`config.mk`:
```
export PLATFORM = sky130hd
export DESIGN_NAME = uart_rx_oversample
export DESIGN_NICKNAME = d
export VERILOG_FILES = /design/src/rtl/uart_rx_oversample.sv
export SDC_FILE = /design/constraint.sdc
export NUM_CORES = 1
export LEC_CHECK = 0
export BUFFER_PORTS_ARGS = -buffer_cell sky130_fd_sc_hd__clkbuf_2
export CAP_MARGIN = 20
export CORE_UTILIZATION = 52
export DETAILED_ROUTE_END_ITERATION = 7
export HOLD_SLACK_MARGIN = 0.06
export PLACE_DENSITY = 0.74
export SLEW_MARGIN = 20
export SYNTH_ARGS = -nofsm -noshare
export SYNTH_HDL_FRONTEND = slang
export SYNTH_SLANG_ARGS = --single-unit
```
`constraint.sdc`:
```
create_clock -name system_clk -period 3.55 [get_ports system_clk]
set_input_delay 0.355 -clock system_clk [delete_from_list [all_inputs] [get_ports system_clk]]
set_output_delay 0.355 -clock system_clk [all_outputs]
set_load 0.005 [all_outputs]
```
`src/rtl/uart_rx_oversample.sv`:
```
// rtl/uart_rx_oversample.sv - 8N1 UART receiver, 16x oversampling with 3-sample majority vote
module uart_rx_oversample #(
    parameter int SYSTEM_CLOCK  = 100000000,
    parameter int UART_BAUDRATE = 115200,
    parameter int OVERSAMPLE    = 16
) (
    input  logic       system_clk,
    input  logic       reset,
    input  logic       rx,
    input  logic       rd_en,
    output logic [7:0] dout,
    output logic       rx_complete,
    output logic       rx_valid,
    output logic [1:0] rx_error_bit,
    output logic       deb_rx,
    output logic       deb_rx_clk
);

    // Rounded divider from system clock to the oversample tick rate.
    localparam int DIV = (SYSTEM_CLOCK + UART_BAUDRATE * (OVERSAMPLE / 2)) / (UART_BAUDRATE * OVERSAMPLE);
    localparam int DW  = (DIV > 1) ? $clog2(DIV) : 1;

    localparam logic [1:0] S_IDLE  = 2'd0;
    localparam logic [1:0] S_START = 2'd1;
    localparam logic [1:0] S_DATA  = 2'd2;
    localparam logic [1:0] S_STOP  = 2'd3;

    logic          sync1_q, sync2_q;
    logic [DW-1:0] div_q, div_d;
    logic [3:0]    tcnt_q, tcnt_d;
    logic [1:0]    state_q, state_d;
    logic [2:0]    bitcnt_q, bitcnt_d;
    logic [1:0]    samp_q, samp_d;
    logic [7:0]    shreg_q, shreg_d;
    logic [7:0]    dout_q, dout_d;
    logic          cmpl_q, cmpl_d;
    logic          valid_q, valid_d;
    logic [1:0]    err_q, err_d;
    logic          armed_q, armed_d;
    logic          tick;
    logic          maj;

    assign tick = (div_q == DW'(DIV - 1));
    // Third vote is the live synchronised sample taken at tcnt 9.
    assign maj  = (samp_q[0] & samp_q[1]) | (samp_q[0] & sync2_q) | (samp_q[1] & sync2_q);

    assign dout         = dout_q;
    assign rx_complete  = cmpl_q;
    assign rx_valid     = valid_q;
    assign rx_error_bit = err_q;
    assign deb_rx       = sync2_q;
    assign deb_rx_clk   = tick;

    // Two-flop synchroniser for the asynchronous rx pin; idles high.
    always_ff @(posedge system_clk or negedge reset) begin
        if (!reset) begin
            sync1_q <= 1'b1;
            sync2_q <= 1'b1;
        end else begin
            sync1_q <= rx;
            sync2_q <= sync1_q;
        end
    end

    // Next-state logic: tick divider, per-bit tick count, frame FSM and read handshake.
    always_comb begin
        div_d    = tick ? '0 : div_q + 1'b1;
        tcnt_d   = tcnt_q;
        state_d  = state_q;
        bitcnt_d = bitcnt_q;
        samp_d   = samp_q;
        shreg_d  = shreg_q;
        dout_d   = dout_q;
        cmpl_d   = 1'b0;
        valid_d  = valid_q;
        err_d    = err_q;
        armed_d  = armed_q;

        if (state_q != S_IDLE && tick) begin
            tcnt_d = tcnt_q + 4'd1;
            if (tcnt_q == 4'd7) samp_d[0] = sync2_q;
            if (tcnt_q == 4'd8) samp_d[1] = sync2_q;
        end

        if (rd_en && valid_q) valid_d = 1'b0;

        case (state_q)
            S_IDLE: begin
                tcnt_d = 4'd0;
                // armed only after a high level, so a stuck-low line never restarts.
                if (armed_q && !sync2_q) begin
                    state_d = S_START;
                    div_d   = '0;
                    armed_d = 1'b0;
                end else if (sync2_q) begin
                    armed_d = 1'b1;
                end
            end
            S_START: begin
                if (tick && tcnt_q == 4'd9 && maj) begin
                    state_d = S_IDLE;
                end else if (tick && tcnt_q == 4'd15) begin
                    state_d  = S_DATA;
                    bitcnt_d = 3'd0;
                end
            end
            S_DATA: begin
                if (tick && tcnt_q == 4'd9) shreg_d = {maj, shreg_q[7:1]};
                if (tick && tcnt_q == 4'd15) begin
                    if (bitcnt_q == 3'd7) state_d = S_STOP;
                    else                  bitcnt_d = bitcnt_q + 3'd1;
                end
            end
            default: begin
                // Finish at mid-stop to leave margin for baud-rate mismatch.
                if (tick && tcnt_q == 4'd9) begin
                    state_d = S_IDLE;
                    dout_d  = shreg_q;
                    cmpl_d  = 1'b1;
                    valid_d = 1'b1;
                    // A same-cycle read consumes the old byte, so no overrun.
                    err_d   = {valid_q & ~rd_en, ~maj};
                end
            end
        endcase
    end

    // State registers; reset discards any partial frame.
    always_ff @(posedge system_clk or negedge reset) begin
        if (!reset) begin
            div_q    <= '0;
            tcnt_q   <= 4'd0;
            state_q  <= S_IDLE;
            bitcnt_q <= 3'd0;
            samp_q   <= 2'b11;
            shreg_q  <= 8'd0;
            dout_q   <= 8'd0;
            cmpl_q   <= 1'b0;
            valid_q  <= 1'b0;
            err_q    <= 2'b00;
            armed_q  <= 1'b0;
        end else begin
            div_q    <= div_d;
            tcnt_q   <= tcnt_d;
            state_q  <= state_d;
            bitcnt_q <= bitcnt_d;
            samp_q   <= samp_d;
            shreg_q  <= shreg_d;
            dout_q   <= dout_d;
            cmpl_q   <= cmpl_d;
            valid_q  <= valid_d;
            err_q    <= err_d;
            armed_q  <= armed_d;
        end
    end

endmodule
```
==> impl_metrics.json <==
{
  "outcome": "finished, final reports clean",
  "synth_top_area_share_pct": 50.8,
  "synthXorXnorAreaFrac_pct": 2.96,
  "ctsResizeCount": 0,
  "cts_root_buffer": "clkbuf_4",
  "grt_overflow": 0,
  "fp.dieW_um": 60.4,
  "slew_viol_final": 0,
  "cts_setup_buffers": 0,
  "syn_nets": 149,
  "gp_congestion": 0.721,
  "nets": 171,
  "fmax_mhz": 489,
  "core_area_um2": 3150,
  "maxCapViolCount": 0,
  "start_util_pct": 56.2,
  "synth-simple-area-share_pct": 12.4,
  "synth_top_family_by_area": "multiplexers",
  "yosysUniqueCellTypes": 39,
  "cts_made_buffers": 5,
  "ant_nets": 0,
  "io_pins": 18,
  "p_leak_nw": 1.02,
  "synth_area_leaders": "dfrtp_1 51%, mux2_2 7.6%, dfstp_2 5.9%",
  "r2r_slack_ns": 1.59,
  "crit_arrival_ns": 1.69,
  "async_reset_ff_share_pct": 100,
  "antenna_found_initial": 0,
  "critPathMaxFanout": 9,
  "synth-seq-area-share_pct": 56.7,
  "die_area_um2": 3650,
  "grt_pass1_wl_um": 4860,
  "synthMuxAreaShare_pct": 15.2,
  "peakVddDrop_mv": 0.301,
  "via_per_inst": 5.37,
  "vias": 1101,
  "worst_slack_ns": 1.50,
  "track_usage_pct": 19.1,
  "synth-adder-area-share_pct": 5.50,
  "cts_buffer_depth": 2,
  "hold_class": "in2async",
  "die_y_um": 60.4,
  "path_clk_slew_ns": 0.12,
  "startpoint_type": "flop",
  "syn_area_um2": 1770,
  "htreeDepth": 2,
  "io_buffers": 17,
  "first_global_vias": 1053,
  "fin_crit_sh_pct": 57.6,
  "postSynthCellCount": 138,
  "setup_tns_ns": 0,
  "pre_cts_ws_ns": 1.61,
  "drt_wl_total_um": 2900,
  "area_growth_pct": 12.7,
  "setup.worst_path.end_class": "output port",
  "maxSlewHeadroom_pct": 37.6,
  "dp_hpwl_um": 1990,
  "period_minus_slack_ns": 2.05,
  "powerDensity_nw_per_um2": 509,
  "rows": 20,
  "clock-sinks": 40,
  "crit_type": "reg2out",
  "antennaDiodeCount": 0,
  "yosys.area.top_type": "dfrtp_1",
  "ys.flop_type": "dfrtp_1",
  "wire_per_inst_um": 14.2,
  "synth-edff-count": 0,
  "drtIter0Drc": 43,
  "finalHoldViolCount": 0,
  "drc": 0,
  "first_pass_iters": 4,
  "synth_compound_area_share_pct": 4.16,
  "clock_latency_ns": 0.35,
  "cp.required_ns": 3.19,
  "rsz0062_at_grt": "false",
  "tightest_slew_ns": 0.936,
  "yosys_warnings": 0,
  "skew_ns": 0.0158,
  "setup_violations": 0,
  "cts_hold_buf": 0,
  "cts_tree": "yes",
  "avgSynthCellArea_um2": 12.8,
  "ys_ff_latch": 40,
  "layout-drive-gt1-share_pct": 29.8,
  "grt_max_degree": 41
}
[layout by cell type, fill, tap and decap left out, types with 2 or more instances in the layout]
master | netlist | layout
a21oi_1 | 2 | 2
a22o_1 | 2 | 2
clkbuf_2 | 0 | 17
clkbuf_4 | 0 | 5
clkbuf_8 | 0 | 2
dfrtp_1 | 36 | 36
dfstp_2 | 4 | 4
ha_1 | 7 | 7
inv_1 | 5 | 5
mux2_1 | 7 | 7
mux2_2 | 12 | 12
mux2_4 | 3 | 3
nand2_1 | 4 | 4
nand3_1 | 8 | 8
nor2_1 | 14 | 14
o21ai_0 | 3 | 3
or2_1 | 2 | 2
xnor2_1 | 3 | 3
xor2_1 | 3 | 3
[critical path, stage by stage (launching register included)]
cell and delay, ns:
dfrtp_1 0.43, ha_1 0.20, and4b_1 0.21, nand2_2 0.18, clkinv_2 0.18, clkbuf_2 0.15
[through the flow]
step | cell area, µm² | hold WS (ns) | power [mW] | util [%] | cells
floorplan | 1770 | 0.0594 | 0.659 | - | 138
finish | 2000 | 0.131 | 1.02 | 63.4 | 205
CTS | 1990 | 0.0692 | 1.03 | 63.1 | 204
global route | 2000 | 0.200 | 1.08 | 63.4 | 205
detailed placement | 1890 | 0.348 | 0.698 | 60.0 | 196
global placement | 1890 | 0.348 | 0.691 | 60.0 | 196
[report_power, final]
group | switching, mW | leakage, nW | total (mW) | internal [mW]
registers | 0.0504 | 0.523 | 0.557 | 0.506
clock network | 0.141 | 0.0515 | 0.328 | 0.187
logic | 0.0691 | 0.443 | 0.134 | 0.0645
total | 0.260 | 1.02 | 1.02 | 0.758
[layer usage]
metal	wire length (µm)	track usage, %	part of all wire [%]
met5	0	0	0
met3	134	7.46	4.6
met2	1400	30.1	48
met1	1340	23.3	46
met4	28	8.64	0.97
[area by class of cell]
cell class              instances  area (µm²)
clock buffers                   7        65.1
clock inverters                 1        30.0
fillers                       262        1150
inverters                       7        35.0
multi-input cells              88         712
flip-flops and latches         40        1010
well taps                      44        55.1
repair buffers                 18        95.1
[state kept, by name, indices dropped and copies added, names as in the netlist]
register	cells
div_q	6
deb_rx	1
sync1_q	1
rx_complete	1
dout	8
tcnt_q	4
samp_q	2
armed_q	1
shreg_q	8
state_q	2
rx_valid	1
rx_error_bit	2
bitcnt_q	3
[synth_stat cells (2+ instances only)]
library cell and instances:
a21oi_1 2, a22o_1 2, dfrtp_1 36, dfstp_2 4
ha_1 7, inv_1 5, mux2_1 7, mux2_2 12
mux2_4 3, nand2_1 4, nand3_1 8, nor2_1 14
o21ai_0 3, or2_1 2, xnor2_1 3, xor2_1 3
[path summary, 6_finish.rpt]
check	cells after the start	end	from
max	5	deb_rx_clk	div_q[0]
min	1	rx_valid	reset
max reg2reg	7	dout[5]	tcnt_q[1]
min reg2reg	0	deb_rx	sync1_q
max in group asynchronous	1	bitcnt_q[1]	reset
min in group system_clk	3	rx_valid	rd_en
[logic make-up (layout without fill, tap and decap cells)]
| group | after synthesis | count (layout) |
|---|---|---|
| adders and majority gates | 8 | 8 |
| AOI/OAI and AO/OA | 11 | 11 |
| xor gates and xnor gates | 6 | 6 |
| buffers and inverters | 10 | 33 |
| DFF | 40 | 40 |
| and+or+nand+nor | 40 | 40 |
| muxes | 23 | 23 |
(Power assumes the default switching activity.)
